`src/rtl/flap_pkg.sv`:
```
// Shared types and event encodings for the flap indicator and its button front end.
package flap_pkg;

  typedef enum logic [1:0] {
    RELEASED,
    PRESS_WAIT,
    PRESSED,
    RELEASE_WAIT
  } debounce_state_t;

  // Event codes consumed by the flap indicator.
  localparam logic [1:0] EVT_NONE     = 2'd0;
  localparam logic [1:0] EVT_POSITION = 2'd1;
  localparam logic [1:0] EVT_MODE     = 2'd2;

endpackage

```
`src/rtl/button_debouncer.sv`:
```
// One button channel: 2-FF synchroniser, polarity normalisation, debounce FSM,
// registered press pulse and debounced level.
//
// state        | meaning
// RELEASED     | accepted released, waiting for a press sample
// PRESS_WAIT   | press seen, counting consecutive pressed samples
// PRESSED      | accepted pressed, waiting for a release sample
// RELEASE_WAIT | release seen, counting consecutive released samples
import flap_pkg::*;

module button_debouncer #(
  parameter int DEBOUNCE_CYCLES = 500000,
  parameter bit ACTIVE_LOW      = 1'b1
) (
  input  logic clk,
  input  logic sync_reset,
  input  logic button,
  output logic press_re,
  output logic pressed
);

  localparam int CW = $clog2(DEBOUNCE_CYCLES + 1);
  // The edge that enters a WAIT state is already the first stable sample,
  // so acceptance happens when cnt has seen DEBOUNCE_CYCLES-1 more.
  localparam logic [CW-1:0] TC         = CW'(DEBOUNCE_CYCLES - 2);
  localparam logic          IDLE_LEVEL = ACTIVE_LOW ? 1'b1 : 1'b0;

  logic            sync_q1;
  logic            sync_q2;
  logic            p;
  debounce_state_t state;
  debounce_state_t state_nxt;
  logic [CW-1:0]   cnt;
  logic [CW-1:0]   cnt_nxt;
  logic            pulse_nxt;

  assign p = sync_q2 ^ IDLE_LEVEL;

  always_ff @(posedge clk) begin
    if (sync_reset) begin
      sync_q1  <= IDLE_LEVEL;
      sync_q2  <= IDLE_LEVEL;
      state    <= RELEASED;
      cnt      <= '0;
      press_re <= 1'b0;
    end else begin
      sync_q1  <= button;
      sync_q2  <= sync_q1;
      state    <= state_nxt;
      cnt      <= cnt_nxt;
      press_re <= pulse_nxt;
    end
  end

  always_comb begin
    state_nxt = state;
    cnt_nxt   = cnt;
    case (state)
      RELEASED: begin
        if (p) begin
          state_nxt = PRESS_WAIT;
          cnt_nxt   = '0;
        end
      end
      PRESS_WAIT: begin
        if (!p) begin
          state_nxt = RELEASED;
          cnt_nxt   = '0;
        end else if (cnt == TC) begin
          state_nxt = PRESSED;
          cnt_nxt   = '0;
        end else begin
          cnt_nxt = cnt + CW'(1);
        end
      end
      PRESSED: begin
        if (!p) begin
          state_nxt = RELEASE_WAIT;
          cnt_nxt   = '0;
        end
      end
      RELEASE_WAIT: begin
        if (p) begin
          state_nxt = PRESSED;
          cnt_nxt   = '0;
        end else if (cnt == TC) begin
          state_nxt = RELEASED;
          cnt_nxt   = '0;
        end else begin
          cnt_nxt = cnt + CW'(1);
        end
      end
      default: begin
        state_nxt = RELEASED;
        cnt_nxt   = '0;
      end
    endcase
  end

  always_comb begin
    pressed   = (state == PRESSED) || (state == RELEASE_WAIT);
    pulse_nxt = (state == PRESS_WAIT) && p && (cnt == TC);
  end

endmodule

```
`src/rtl/flap_button_conditioner.sv`:
```
// Board button front end for the flap indicator: two independent debounced
// channels producing press pulses and debounced levels.
import flap_pkg::*;

module flap_button_conditioner #(
  parameter int DEBOUNCE_CYCLES = 500000,
  parameter bit ACTIVE_LOW      = 1'b1
) (
  input  logic clk,
  input  logic sync_reset,
  input  logic button_position,
  input  logic button_mode,
  output logic change_position_re,
  output logic change_mode_re,
  output logic position_pressed,
  output logic mode_pressed
);

  button_debouncer #(
    .DEBOUNCE_CYCLES(DEBOUNCE_CYCLES),
    .ACTIVE_LOW     (ACTIVE_LOW)
  ) u_position (
    .clk       (clk),
    .sync_reset(sync_reset),
    .button    (button_position),
    .press_re  (change_position_re),
    .pressed   (position_pressed)
  );

  button_debouncer #(
    .DEBOUNCE_CYCLES(DEBOUNCE_CYCLES),
    .ACTIVE_LOW     (ACTIVE_LOW)
  ) u_mode (
    .clk       (clk),
    .sync_reset(sync_reset),
    .button    (button_mode),
    .press_re  (change_mode_re),
    .pressed   (mode_pressed)
  );

endmodule

```
`config.mk`:
```
export PLATFORM = sky130hd
export DESIGN_NAME = flap_button_conditioner
export DESIGN_NICKNAME = d
export VERILOG_FILES = /design/src/rtl/flap_pkg.sv /design/src/rtl/button_debouncer.sv /design/src/rtl/flap_button_conditioner.sv
export SDC_FILE = /design/constraint.sdc
export NUM_CORES = 1
export LEC_CHECK = 0
export CAP_MARGIN = 40
export CELL_PAD_IN_SITES_DETAIL_PLACEMENT = 0
export CELL_PAD_IN_SITES_GLOBAL_PLACEMENT = 2
export CORE_UTILIZATION = 40
export CTS_BUF_LIST = sky130_fd_sc_hd__clkbuf_4 sky130_fd_sc_hd__clkbuf_8
export CTS_CLUSTER_DIAMETER = 80
export DETAILED_ROUTE_END_ITERATION = 8
export PLACE_DENSITY = 0.84
export REMOVE_ABC_BUFFERS = 1
export SLEW_MARGIN = 10
export SYNTH_ARGS = -nofsm -noshare
export SYNTH_HDL_FRONTEND = slang
export SYNTH_HIERARCHICAL = 1
export SYNTH_SLANG_ARGS = --single-unit
```
`constraint.sdc`:
```
create_clock -name clk -period 1.9 [get_ports clk]
set_input_delay 0.38 -clock clk [delete_from_list [all_inputs] [get_ports clk]]
set_output_delay 0.38 -clock clk [all_outputs]
set_load 0.03 [all_outputs]
```
---- Yosys cells after proc, flatten, opt, wreduce, memory -nomap -nowiden ----
Cells that the tools add are included.
storage, ports and cells
  register bits ........................... 48
  input port bits ......................... 4
  output and inout port bits .............. 4
  word-level logic and storage cells ...... 68
operators by class
  add/sub/neg operators ................... 2
  equality and inequality tests ........... 16
  mux-type cells .......................... 26
  bitwise gates (word level) .............. 2
  reductions and logical operators ........ 12
operator list
  cell                                                   count
  two-way mux 19 bit                                     10
  case mux 19 bit (4 select lines)                       2
  adder 19 x 1 -> 19 bit, second input constant          2
  equality test 19 bit, second input constant            2
  two-way mux 2 bit                                      12
  case mux 2 bit (4 select lines)                        2
  equality test 2 bit, second input constant             4
  AND reduction 4 bit                                    2
  inequality test 3 x 1 -> 1 bit, second input constant  2
  inequality test 3 bit, second input constant           2
  equality test 2 x 1 -> 1 bit, second input constant    2
  logical AND 1 bit                                      4
  logical NOT 2 bit                                      2
  inequality test 2 x 1 -> 1 bit, second input constant  2
  inequality test 2 bit, second input constant           2
  AND reduction 2 bit                                    2
  logical OR 1 bit                                       2
  inverter 1 bit                                         2

---- Longest topological paths before layout ----
Gate-level depths: netlist (run 1).
  depth after elaboration ................. 4
  gate-level depth with buffers ........... 8
  depth with buffers taken out ............ 7

---- Hierarchy ----
The synthesis (run 1) kept the hierarchy.
modules (own cells, without submodules)
  module            instances  cells each  area an instance (µm²)  sequential area each (µm²)
  button_debouncer  2          140         1257.5                  480.5

---- Least setup slack after synthesis (run 1) ----
No wires, ideal clock.
  path type ............................... reg-to-reg
  from .................................... reg u_mode.cnt[1]
  to ...................................... reg u_mode.cnt[16]
  library setup time ...................... 117 ps
  arrival time ............................ 1631 ps
  data required time ...................... 1783 ps
  path slack .............................. 153 ps
  stages on the path, launching flop included .. 7
  buffers on the path ..................... 0
  clock period less this slack ............ 1747 ps
  path through ............................ dfxtp_1 > ha_1 > nand3_1 > nor4b_4 > nand3_1 > xnor2_1 > a22o_1
on the way
  cells in the longest elaborated chain, start to end .. 4
  elaborated cells between the ends (all ways) .. 6
  classes of those cells .................. add/sub (1); eq/ne (1); mux (4)
RTL lines
  element                                                         line                                            source
  from (decl)                                                     button_debouncer.sv:33                          logic [CW-1:0] cnt;
  from (signal assigned)                                          button_debouncer.sv:50                          cnt <= cnt_nxt;
  adder 19 x 1 -> 19 bit or equality test 19 bit (tied branches)  --
  two-way mux 19 bit (*)                                          button_debouncer.sv:69, button_debouncer.sv:86
  two-way mux 19 bit, on equally long branches                    button_debouncer.sv:83, button_debouncer.sv:66
  case mux 19 bit (4 select lines) (*)                            button_debouncer.sv:58                          case (state)
Mark *: on every way between the ends. The rest lies on a longest branch, timed or not.
A chain may end at the register's enable or synchronous reset.

==> impl_results.md, run 1 <==
- Initial antenna violation count: 0
- Buf/Inv on CP: 1
- Cell variety after synth: 39
- Cell Chain, Critical Path: clkdlybuf4s50_1
- Vias post-DR: 2,208
- Max stage delay on crit path: 0.70 ns
- Data arrival, critical path: 1.43 ns
- Async S/R FF share, synth: 0
- Share of cells above drive strength 1: 0.297
- Per-cell routed wire length: 14.3 um
- Clk_lat worst skew: 0.30 ns
- CTS Root Cell: clkbuf_8
- Number of inserted diodes: 0
- Max Buffers Root-to-Sink: 2
- Worst-Margin Slew: 0.734 ns
- Synth Warn #: 6
- Vias in the first global route: 2,134
- Critical Path Sink Type: output pin
- Die height: 81.3 um
- Fin. max-slew vios: 0
- CTS tree: built
- Post-Syn Instances: 280
- Mapped cell area: 0.00251 mm2
- Cell taking the most area after synthesis: dfxtp_1
- GR Overflow Total: 0
- WS Path Type: reg2out
- Worst min path class: reg2reg
- Crit path max-delay cell type: clkdlybuf4s50_1
- CTS HTree Levels: 2
- DR DRC count: 0
- Worst R2R Start: u_mode/cnt[14]
- Clk sinks: 48
- DP HPWL: 4140 um
- Total CTS buffers: 5
- Final-report hold violation count: 0
- Die width: 81.3 um
- Status: finished clean
- Drt total wl: 5840 um
- Initial Util: 0.420
- Area Growth Syn to Fin: 25.1%
- Gr usage total: 0.195
- Reg area: 965 um2
- Crit path required time: 1.52 ns
- Synth top area cells: dfxtp_1 (38%), a31oi_1 (6.5%), nand3_1 (5.6%)
- Leak pwr: 1.20 nW
- Reg clk slew, reported paths: 0.09 ns
- Core ar.: 0.00599 mm2
- Pwr/cell area: 585 mW/mm2
- Hold Path Origin: u_position/sync_q1
- First-pass GRT wire length: 9910 um
- Fillers: 558
- Tcrit/Tclk final: 0.954
- Cell Count, Final, Fillers Out: 408
- Min Tclk post-route: 1.81 ns
- FP Rows: 28
- #FFs+latches synth: 48
- Antenna Violating Nets Remaining: 0
- Maximum clock rate: 552 MHz
- Number of vias per cell: 5.41
- Full die area: 0.00661 mm2
- CP Launch Type: flop
- Max Cap Viol: 0
- CP Max Fanout: 4
- Final Net Count: 340
- Setup violators final: 0
- Slew HR: 0.507
- Port Buf Inserts: 7
- Top Ports: 8
- Post-synth top area share: 0.382
- Most used flip-flop cell after synthesis: dfxtp_1
- Placed cell count: 394
- Detailed Routing Iterations Pass 1: 5
- Most numerous cell in the Yosys netlist: dfxtp_1
- Commonest cells post-synth: dfxtp_1 (48), nand2_1 (34), nand3_1 (28)
- Skew final: 0.00671 ns
- Sequential element share of the synthesized area: 0.382
- Post-route cell area: 0.00315 mm2
- Delay-heaviest family, CP: buffers and inverters
- Avg Synthesized Cell Area: 8.98 um2
- Max rail drop VDD: 330 uV
- Routability cong.: 0.749
- EDFF count, synth: 0
- Placed Area: 0.00291 mm2
- Area of the multi-input gates: 0.00153 mm2
- Largest net degree at the start of global routing: 19
- Initial DRC Count: 92
-- final timing paths --
path	cells after the start	slack (ns)	to
hold / removal	1	0.42	u_position/sync_q2
hold reg to reg	1	0.42	u_position/sync_q2
setup / recovery	1	0.09	position_pressed
setup reg to reg	7	0.10	u_mode/cnt[4]
-- kinds of logic (layout without fill, tap and decap cells) --
logic type,after synthesis,in the layout,share of synthesized area
and+or+nand+nor,136,136,0.324
AOI/OAI and AO/OA,70,70,0.201
DFF,48,48,0.382
buffers and inverters,14,67,0.0388
xor gates and xnor gates,8,8,0.0338
adders and majority gates,4,4,0.0199
-- report_power, final --
group | leakage [nW] | internal [mW] | total, mW | switching (mW)
Sequential | 0.389 | 1.01 | 1.02 | 0.00498
Combinational | 0.749 | 0.0296 | 0.0683 | 0.0387
Clock | 0.0586 | 0.405 | 0.757 | 0.351
Total | 1.20 | 1.45 | 1.84 | 0.395
-- stage by stage --
step	power, mW	hold slack [ns]	setup WS (ns)	setup TNS, ns	utilization
3_5_place_dp	1.10	0.397	-0.00716	-0.0111	0.486
2_1_floorplan	1.06	0.389	-0.279	-4.81	-
3_3_place_gp	1.10	0.392	0.00332	0	0.486
5_1_grt	1.92	0.441	-0.0107	-0.0118	0.525
4_1_cts	1.87	0.418	0.0165	0	0.505
6_report	1.84	0.416	0.0881	0	0.525
-- placed cells by master (no fill, tap or decap), types with 5 or more instances in the layout --
cell type	netlist	final
or2b_1	6	6
nand3_1	28	25
a21oi_1	20	20
clkdlybuf4s50_1	0	7
dfxtp_1	48	45
nor2_1	14	14
buf_4	0	45
or3_1	10	10
clkbuf_8	0	5
nand2_1	34	34
a31oi_1	26	25
xnor2_1	6	6
a22o_1	6	6
-- flip-flops by register name, summed over array words and instances, names as in the netlist, named ones only --
| register | cells |
|---|---|
| u_mode/state | 1 |
| u_mode/sync_q2 | 1 |
| u_position/sync_q2 | 1 |
| u_position/sync_q1 | 1 |
| u_position/cnt | 19 |
| u_mode/press_re | 1 |
| u_position/press_re | 1 |
| u_mode/cnt | 19 |
| u_position/state | 1 |
| u_mode/sync_q1 | 1 |
-- routing by layer --
layer  global-route usage  wire length, um  vias to the layer above  share of wire
met2                0.338             2820                       18           0.48
met1                0.238             2820                     1032           0.48
met4               0.0643               76                        0          0.013
li1                     -                -                     1153              -
met5                    0                0                        -              0
met3               0.0404              125                        5          0.021
-- what timing repair did --
| item | 4_1_cts | 5_1_grt |
|---|---|---|
| endpoints found under the hold margin | 0 | 0 |
| hold buffers | 0 | 0 |
| gates resized for setup | 0 | 16 |
| setup buffers | 0 | 5 |
| setup endpoints to repair | 0 | 21 |
-- area by class of cell --
class,count,area share
multi-input combinational,218,0.485
sequential,48,0.307
timing repair buffer,55,0.138
tap,75,0.0298
clock buffer,6,0.0243
clock inverter,2,0.0111
inverter,4,0.00477
No activity file was read; power rests on OpenSTA's default activity.
==> run 2: changes to the inputs <==
Settings changed: CORE_ASPECT_RATIO set to 0.5, CTS_CLUSTER_SIZE set to 20, SETUP_SLACK_MARGIN set to 0.02.
==> run 2 against run 1 <==
Effect of this change: non-clock buffer count decreased by 4; utilization is 3.2 points higher; maximum frequency hardly changed; first-iteration DRC count rose by 1.1%; clock skew grew 0.0035 ns; cell count increased by 1.2%; count of clock-buffer cells in the layout unchanged; clock power shrank 14%; power shrank 5.6%; sequential share of layout area decreased by 0.47 points; sequential cell count unchanged; largest power group unchanged; sequential power hardly changed.
==> impl_results.md, run 2 (synthesis gave the netlist of run 1 again) <==
- Status: finished clean
- Placed cell count: 393
- Max rail drop VDD: 318 uV
- First-pass GRT wire length: 9720 um
- Hold_ws: 0.413 ns
- Max stage delay on crit path: 0.57 ns
- Total CTS buffers: 5
- Crit path required time: 2.09 ns
- Max Buffers Root-to-Sink: 2
- Overall Power: 1.74 mW
- Drt total wl: 6030 um
- Worst min path class: reg2reg
- Commonest non-fill, non-tap cell in the layout: dfxtp_1
- DP HPWL: 4050 um
- Placed Area: 0.00287 mm2
- Cell Count, Final, Fillers Out: 413
- FP Rows: 19
- CP Launch Type: flop
- Routability cong.: 0.785
- DR DRC count: 0
- Die width: 114 um
- Tcrit/Tclk final: 0.953
- Port Buf Inserts: 7
- Buf/Inv on CP: 1
- CTS Hold Bufs: 0
- CP Max Fanout: 11
- Switching fraction of total power: 0.232
- Max Cap Viol: 0
- Initial antenna violation count: 0
- CTS HTree Levels: 2
- Pre-CTS setup slack: -0.0114 ns
- Number of vias per cell: 5.47
- Min Tclk post-route: 1.81 ns
- Leak pwr: 1.22 nW
- Clk_lat worst skew: 0.31 ns
- Fin. max-slew vios: 0
- Combinational share of power: 0.042
- Data arrival, critical path: 2.00 ns
- Clock power share: 0.373
- Antenna Violating Nets Remaining: 0
- Grt met2 use: 0.318
- Setup violators final: 0
- Critical Path Sink Type: flop
- P_sw: 403 uW
- Worst setup margin: 0.0899 ns
- Gr usage total: 0.187
- Met1 GRT Util: 0.239
- Seq pwr share: 0.585
- Delay-heaviest family, CP: simple AND/OR/NAND/NOR gates
- Worst-Margin Slew: 0.453 ns
- CTS Root Cell: clkbuf_8
- GR Overflow Total: 0
- Per-cell routed wire length: 14.6 um
- Post-route cell area: 0.00320 mm2
- Skew final: 0.0102 ns
- Top Ports: 8
- Initial Util: 0.437
- Reg clk slew, reported paths: 0.09 ns
- Largest net degree at the start of global routing: 24
- Share of cells above drive strength 1: 0.298
- Cell Chain, Critical Path: or4_1 > nor2_4 > a211oi_4 > clkbuf_16 > a32oi_2 > nand2_1
- WS Path Type: reg2reg
- Crit path max-delay cell type: or4_1
- Final Net Count: 336
- Vias post-DR: 2,261
- Maximum clock rate: 552 MHz
- Clk sinks: 48
- Detailed Routing Iterations Pass 1: 4
- Global-route met3 utilization: 0.0471
- Pwr/cell area: 542 mW/mm2
- Number of inserted diodes: 0
- CTS tree: built
- Area of the multi-input gates: 0.00153 mm2
- Die height: 58.1 um
- Final-report hold violation count: 0
- Full die area: 0.00663 mm2
- Area Growth Syn to Fin: 27.4%
- Initial DRC Count: 93
- RSZ-0062 raised after global routing: yes
- Reg area: 967 um2
- Fillers: 544
- Gr busiest metal: met2
- Cell internal pwr: 1.33 mW
- Slew HR: 0.697
- Largest registers: u_mode/cnt (19), u_position/cnt (19)
- Commonest cells after routing, fill and taps aside: dfxtp_1 (43), buf_4 (38), nand2_1 (34)
- Core ar.: 0.00575 mm2
- Vias in the first global route: 2,101
run 2: final cells by class:
cell class,instances,area share
tap,84,0.0328
clock inverter,2,0.00313
multi-input combinational,218,0.478
sequential,48,0.302
inverter,4,0.00469
clock buffer,6,0.0258
timing repair buffer,51,0.154
run 2: worst paths after layout:
check                                           to  cells past startpoint  slack, ns                from
worst min-delay path            u_position/sync_q2                      1       0.41  u_position/sync_q1
worst max register to register  u_position/cnt[17]                      6       0.09   u_position/cnt[5]
worst min register to register  u_position/sync_q2                      1       0.41  u_position/sync_q1
worst max-delay path            u_position/cnt[17]                      6       0.09   u_position/cnt[5]
run 2: per-layer routing:
layer  vias to the layer above  routed length, um  part of all wire
met5                         -                  0                 0
met4                         0                 55            0.0091
li1                       1150                  -                 -
met2                        26               2810              0.47
met3                         7                227             0.038
met1                      1078               2940              0.49
run 2: power groups by stage:
stage	Combinational (mW)	Clock (mW)	Sequential [mW]
2_1_floorplan	0.0273	0	1.04
3_3_place_gp	0.0650	0	1.04
3_5_place_dp	0.0660	0	1.04
4_1_cts	0.0663	0.668	1.01
5_1_grt	0.0782	0.711	1.02
6_report	0.0730	0.648	1.02
run 2: through the flow:
stage,utilization,TNS (ns)
6_report,0.557,0
5_1_grt,0.557,-0.00385
4_1_cts,0.515,0
3_5_place_dp,0.499,-0.0208
3_3_place_gp,0.499,0
2_1_floorplan,-,-4.81
run 2: repair_timing:
item	CTS	global route
setup buffers	0	9
endpoints found under the setup margin	0	12
resized for setup	0	21
